<file path="src/rtl/mem_arbiter.sv">
// Shared memory-port arbiter: muxes icache and dcache misses onto one tagged bus,
// tracks outstanding load tags and steers tagged returns back to their owner.
module mem_arbiter #(
  parameter int NUM_TAGS     = 15,
  parameter int STARVE_LIMIT = 4,
  parameter int XLEN         = 32
) (
  input  logic            clock,
  input  logic            reset,
  // icache side
  input  logic            ic_req,
  input  logic [XLEN-1:0] ic_addr,
  input  logic            ic_squash,
  output logic            ic_accept,
  output logic [3:0]      ic_tag,
  output logic            ic_rsp_valid,
  output logic [63:0]     ic_rsp_data,
  output logic [3:0]      ic_rsp_tag,
  // dcache side
  input  logic            dc_req,
  input  logic [1:0]      dc_cmd,
  input  logic [XLEN-1:0] dc_addr,
  input  logic [63:0]     dc_wdata,
  output logic            dc_accept,
  output logic [3:0]      dc_tag,
  output logic            dc_rsp_valid,
  output logic [63:0]     dc_rsp_data,
  output logic [3:0]      dc_rsp_tag,
  // memory bus
  output logic [1:0]      proc2mem_command,
  output logic [XLEN-1:0] proc2mem_addr,
  output logic [63:0]     proc2mem_data,
  input  logic [3:0]      mem2proc_response,
  input  logic [63:0]     mem2proc_data,
  input  logic [3:0]      mem2proc_tag,
  // status
  output logic [4:0]      outstanding_cnt,
  output logic            tag_err
);

  localparam logic [1:0] BUS_NONE  = 2'd0;
  localparam logic [1:0] BUS_LOAD  = 2'd1;
  localparam logic [1:0] BUS_STORE = 2'd2;

  localparam int             SW         = $clog2(STARVE_LIMIT + 2);
  localparam logic [SW-1:0]  STARVE_MAX = SW'(STARVE_LIMIT);
  localparam logic [4:0]     CNT_FULL   = 5'(NUM_TAGS);

  // Handshake: a requester raises x_req and holds it (with its payload) until
  // the cycle x_accept = 1; x_tag is only meaningful in that accept cycle.
  // Responses are single-cycle pulses with no back-pressure.

  logic [SW-1:0] starve_cnt;
  logic [15:0]   tbl_valid;
  logic [15:0]   tbl_ic;
  logic [15:0]   tbl_stale;

  logic dc_is_load, dc_is_store, table_full;
  logic ic_eligible, dc_eligible, ic_priority;
  logic grant_ic, grant_dc, mem_ready;
  logic alloc, alloc_new;
  logic ret_nonzero, ret_hit, ret_miss, ret_live;

  // ---------------------------------------------------------------- arbitration
  assign dc_is_load  = dc_req & (dc_cmd == BUS_LOAD);
  assign dc_is_store = dc_req & (dc_cmd == BUS_STORE);
  assign table_full  = (outstanding_cnt == CNT_FULL);

  // A full tag table blocks loads only; stores never consume a tag.
  assign ic_eligible = reset & ic_req & ~ic_squash & ~table_full;
  assign dc_eligible = reset & (dc_is_store | (dc_is_load & ~table_full));
  assign ic_priority = ic_req & (starve_cnt == STARVE_MAX);

  assign grant_ic  = ic_eligible & (ic_priority | ~dc_eligible);
  assign grant_dc  = dc_eligible & ~grant_ic;
  assign mem_ready = (mem2proc_response != 4'd0);

  assign ic_accept = grant_ic & mem_ready;
  assign dc_accept = grant_dc & mem_ready;
  assign ic_tag    = ic_accept ? mem2proc_response : 4'd0;
  assign dc_tag    = dc_accept ? mem2proc_response : 4'd0;

  always_comb begin
    proc2mem_command = BUS_NONE;
    proc2mem_addr    = '0;
    proc2mem_data    = '0;
    if (grant_ic) begin
      proc2mem_command = BUS_LOAD;
      proc2mem_addr    = ic_addr;
    end else if (grant_dc) begin
      proc2mem_command = dc_cmd;
      proc2mem_addr    = dc_addr;
      proc2mem_data    = dc_wdata;
    end
  end

  // ---------------------------------------------------------------- returns
  assign ret_nonzero = reset & (mem2proc_tag != 4'd0);
  assign ret_hit     = ret_nonzero & tbl_valid[mem2proc_tag];
  assign ret_miss    = ret_nonzero & ~tbl_valid[mem2proc_tag];
  assign ret_live    = ret_hit & ~tbl_stale[mem2proc_tag];

  assign ic_rsp_valid = ret_live & tbl_ic[mem2proc_tag];
  assign dc_rsp_valid = ret_live & ~tbl_ic[mem2proc_tag];
  assign ic_rsp_data  = ic_rsp_valid ? mem2proc_data : 64'd0;
  assign ic_rsp_tag   = ic_rsp_valid ? mem2proc_tag  : 4'd0;
  assign dc_rsp_data  = dc_rsp_valid ? mem2proc_data : 64'd0;
  assign dc_rsp_tag   = dc_rsp_valid ? mem2proc_tag  : 4'd0;

  // Only a load consumes a tag; re-using a tag freed this same cycle keeps the count flat.
  assign alloc     = ic_accept | (dc_accept & dc_is_load);
  assign alloc_new = alloc & (~tbl_valid[mem2proc_response] |
                              (ret_hit & (mem2proc_tag == mem2proc_response)));

  // ---------------------------------------------------------------- state
  always_ff @(posedge clock or negedge reset) begin
    if (!reset) begin
      tbl_valid <= '0;
      tbl_ic    <= '0;
      tbl_stale <= '0;
    end else begin
      if (ic_squash) begin
        tbl_stale <= tbl_stale | (tbl_valid & tbl_ic);
      end
      // Release before allocate so a same-cycle re-accept of the tag wins.
      if (ret_hit) begin
        tbl_valid[mem2proc_tag] <= 1'b0;
      end
      if (alloc) begin
        tbl_valid[mem2proc_response] <= 1'b1;
        tbl_ic[mem2proc_response]    <= ic_accept;
        tbl_stale[mem2proc_response] <= 1'b0;
      end
    end
  end

  always_ff @(posedge clock or negedge reset) begin
    if (!reset) begin
      outstanding_cnt <= 5'd0;
    end else begin
      outstanding_cnt <= outstanding_cnt + {4'd0, alloc_new} - {4'd0, ret_hit};
    end
  end

  always_ff @(posedge clock or negedge reset) begin
    if (!reset) begin
      starve_cnt <= '0;
    end else if (!ic_req || ic_accept) begin
      starve_cnt <= '0;
    end else if (dc_accept && (starve_cnt != STARVE_MAX)) begin
      starve_cnt <= starve_cnt + SW'(1);
    end
  end

  always_ff @(posedge clock or negedge reset) begin
    if (!reset) begin
      tag_err <= 1'b0;
    end else if (ret_miss) begin
      tag_err <= 1'b1;
    end
  end

  // ---------------------------------------------------------------- properties
  a_cnt_bound: assert property (@(posedge clock) disable iff (!reset)
    outstanding_cnt <= CNT_FULL);
  a_one_grant: assert property (@(posedge clock) disable iff (!reset)
    !(grant_ic && grant_dc));

endmodule

</file>
<file path="config.mk">
export PLATFORM = sky130hd
export DESIGN_NAME = mem_arbiter
export DESIGN_NICKNAME = d
export VERILOG_FILES = /design/src/rtl/mem_arbiter.sv
export SDC_FILE = /design/constraint.sdc
export NUM_CORES = 1
export LEC_CHECK = 0
export CORE_AREA = 4 4 177 179
export CTS_BUF_LIST = sky130_fd_sc_hd__clkbuf_16
export CTS_CLUSTER_DIAMETER = 60
export DETAILED_ROUTE_END_ITERATION = 10
export DIE_AREA = 0 0 181 183
export PLACE_DENSITY_LB_ADDON = 0.12
export SLEW_MARGIN = 0
export SYNTH_ARGS = -nofsm -noshare
export SYNTH_HDL_FRONTEND = slang
export SYNTH_SLANG_ARGS = --single-unit
</file>
<file path="constraint.sdc">
create_clock -name clock -period 7.45 [get_ports clock]
set_input_delay 1.1175 -clock clock [delete_from_list [all_inputs] [get_ports clock]]
set_output_delay 1.1175 -clock clock [all_outputs]
set_load 0.005 [all_outputs]
</file>
==> results_dict.tcl <==
set metrics [dict create \
    die_h_um 183 \
    routedWlPerCell_um 21.6 \
    path_class "input pin to output port" \
    yosysTopAreaCellShare 0.276 \
    timing.hold.ws_ns 0.441 \
    cts_tree "built" \
    pwr-share-comb 0.439 \
    worstPathArrival_ns 5.04 \
    cellInternalPower_mw 1.09 \
    drv_cap 0 \
    ff2ff_setup_slack_ns 3.24 \
    path_max_fanout 134 \
    avgSynthCellArea_um2 8.51 \
    place.detailed.hpwl_mm 25.0 \
    wl_mm 30.6 \
    synth_area_leaders "dfrtp_1 28%, and3_1 18%, and2_1 8.7%" \
    leakage_nw 4.40 \
    crit_end "dc_rsp_data[8]" \
    finalClockSkew_ns 0.00824 \
    synth_cell_types 51 \
    synthesis.nets 823 \
    fin_crit_ns 6.16 \
    final.fill_count 3069 \
    multi_input_area_um2 3370 \
    regArea_um2 1430 \
    vias_per_cell 4.56 \
    drive_above_1_share 0.0527 \
    slew_headroom 0.336 \
    cts_max_level 3 \
    post-place-ws_ns 1.31 \
    cts.clk_slew.worst_paths_ns 0.05 \
    max_stage_delay_ns 0.96 \
    slew_viol_final 0 \
    synth_most_common_cell "and3_1" \
    r2r_end "outstanding_cnt[4]" \
    netlist_area_um2 5170 \
    async_reset_ff_frac 1.00 \
    crit_family "buffers and inverters" \
    cts_root_buf "clkbuf_16" \
    irDropWorstVdd_mv 0.102 \
    status "finished, final reports clean" \
    synth_top_area_cell "dfrtp_1" \
    grt_max_degree 135 \
    setup_viol 0 \
    cts_resized 0 \
    cpMaxStageDelayCell "clkdlybuf4s50_1" \
    max_slew.worst_pin.slew_ns 0.997 \
    syn2layout_area_growth_pct 99.3 \
    cp_num_buf_inv 3 \
    gp_congestion 0.841 \
    grt_antenna_before_repair 0 \
    placed_cell_area_um2 10000 \
    final_antenna_net_count 0 \
    hold_viol 0 \
    drc 0 \
    design_area_um2 10300 \
    max_freq_ghz 0.162 \
    rr_worst_depth 17 \
    ys_seq_area_frac 0.276 \
    p_sw_mw 0.537 \
    io_buffers 458 \
    critPathLaunch "mem2proc_tag[0]" \
    critPathCaptureType "output port" \
    synth-edff-count 0 \
    diodes 0 \
    r2r-start "outstanding_cnt[2]" \
    grt_pass1_wl_mm 43.6 \
    yosys_warnings 0 \
    clk_latency_ns 0.33 \
    dieArea_um2 33100 \
    crit_path_start_kind "input pin" \
    fin_crit_sh 0.826 \
    grt_setup_unrepaired "false" \
    grt_overflow 0 \
    seq_power_share 0.298 \
    path_cells "clkdlybuf4s50_1 > mux4_1 > mux4_2 > nor2_4 > buf_4 > and3_1 > clkdlybuf4s50_1" \
    cts_max_path_buffers 2 \
    power.density_nw_per_um2 158 \
    power_mw 1.63 \
    netlist_instances 607 \
    hold_buffers 0 \
    route.vias.total 6456 \
    rows 63 \
    cp.depth 7 \
    timing.final.ws_setup_ns 1.29 \
    synth_ff_type "dfrtp_1" \
    synth_commonest_cells "145 x and3_1, 72 x and2_1, 57 x dfrtp_1, 48 x clkbuf_1, 47 x o21ai_0" \
    timing.setup.tns_ns 0 \
    postCtsSetupBuffers 0 \
    grt_pass1_vias 6378 \
    core_um2 29600 \
    dr.pass1.iters 7 \
    numClockSinks 57 \
    fin_nets 1238 \
    initial_utilization 0.175 \
    clkPwrFrac 0.263 \
    fp.dieW_um 181 \
    grt_usage 0.172 \
    pin_count 459 \
    cts_buffers 9 \
    critPathRequiredTime_ns 6.33 \
    ys_seq_elements 57 \
    path_common_cell "clkdlybuf4s50_1" \
    drtIter0Drc 294 \
    swShare 0.329 \
    hp-class "flip-flop to flip-flop" \
]
worst min path at each step:
stage	start	endpoint	slack (ns)	cells past startpoint
after floorplan	tbl_stale[0]	tbl_stale[0]	0.44	1
after global placement	tbl_ic[0]	tbl_ic[0]	0.42	0
after detailed placement	tbl_ic[0]	tbl_ic[0]	0.42	0
after CTS	tbl_ic[0]	tbl_ic[0]	0.43	0
after global routing	tbl_ic[0]	tbl_ic[0]	0.44	0
final	tbl_ic[0]	tbl_ic[0]	0.44	0
cells in the final DEF (no fill, tap or decap), types with 7 or more instances in the layout:
cell / count
clkdlybuf4s50_1: 457
and3_1: 145
and2_1: 72
dfrtp_1: 57
o21ai_0: 47
a22o_1: 38
nand2_1: 18
a31oi_1: 12
buf_4: 12
mux4_2: 11
inv_1: 11
nor2_1: 10
xnor2_1: 10
a21oi_1: 9
nand2b_1: 9
clkbuf_16: 9
nand3_1: 8
ha_1: 8
nor3_1: 7
mux2_2: 7
worst register-to-register path: stages (launching register included):
cell and delay (ns):
dfrtp_1 0.45, ha_1 0.18, and4b_1 0.27, a311oi_1 0.08, buf_4 0.17, a31o_2 0.21
nand2_1 0.45, clkinv_1 0.67, nand3b_1 0.29, ha_1 0.25, inv_1 0.06, ha_1 0.15
inv_1 0.06, fa_1 0.42, inv_1 0.07, a21o_1 0.10, a21oi_1 0.07, xnor2_1 0.13
area by class of cell:
class / instances / share of cell area
multi-input combinational: 472 / 0.328
inverter: 12 / 0.00437
clock inverter: 5 / 0.00705
sequential: 57 / 0.138
clock buffer: 9 / 0.0219
timing repair buffer: 470 / 0.453
tap: 390 / 0.0474
flip-flops by register name, summed over array words and instances (netlist names):
| name | flops |
|---|---|
| tbl_valid | 16 |
| tag_err | 1 |
| outstanding_cnt | 5 |
| starve_cnt | 3 |
| tbl_stale | 16 |
| tbl_ic | 16 |
per-stage QoR:
step           utilization  instances
2_1_floorplan            -        607
3_3_place_gp         0.338       1401
3_5_place_dp         0.338       1401
4_1_cts              0.348       1415
5_1_grt              0.348       1415
6_report             0.348       1415
layer usage:
metal	part of all wire	global-route usage	up-vias
li1	-	-	3045
met1	0.33	0.175	3042
met2	0.55	0.342	333
met3	0.085	0.0486	36
met4	0.026	0.0459	0
met5	0	0	-
logic make-up (layout without fill, tap and decap cells):
logic type | after synthesis | count (layout) | share of synthesized area
compound gates | 130 | 130 | 0.178
xor+xnor | 11 | 11 | 0.0186
mux | 27 | 27 | 0.0872
fa+ha+maj | 9 | 9 | 0.0232
buf+inv | 78 | 496 | 0.0736
flops | 57 | 57 | 0.276
simple gates | 295 | 295 | 0.344
power by group through the flow:
stage	logic (mW)	registers, mW	clock network [mW]
global placement	0.725	0.489	0
CTS	0.728	0.484	0.434
finish	0.716	0.486	0.429
floorplan	0.375	0.457	0
global route	0.780	0.498	0.450
detailed placement	0.723	0.487	0
(Power assumes the default switching activity.)
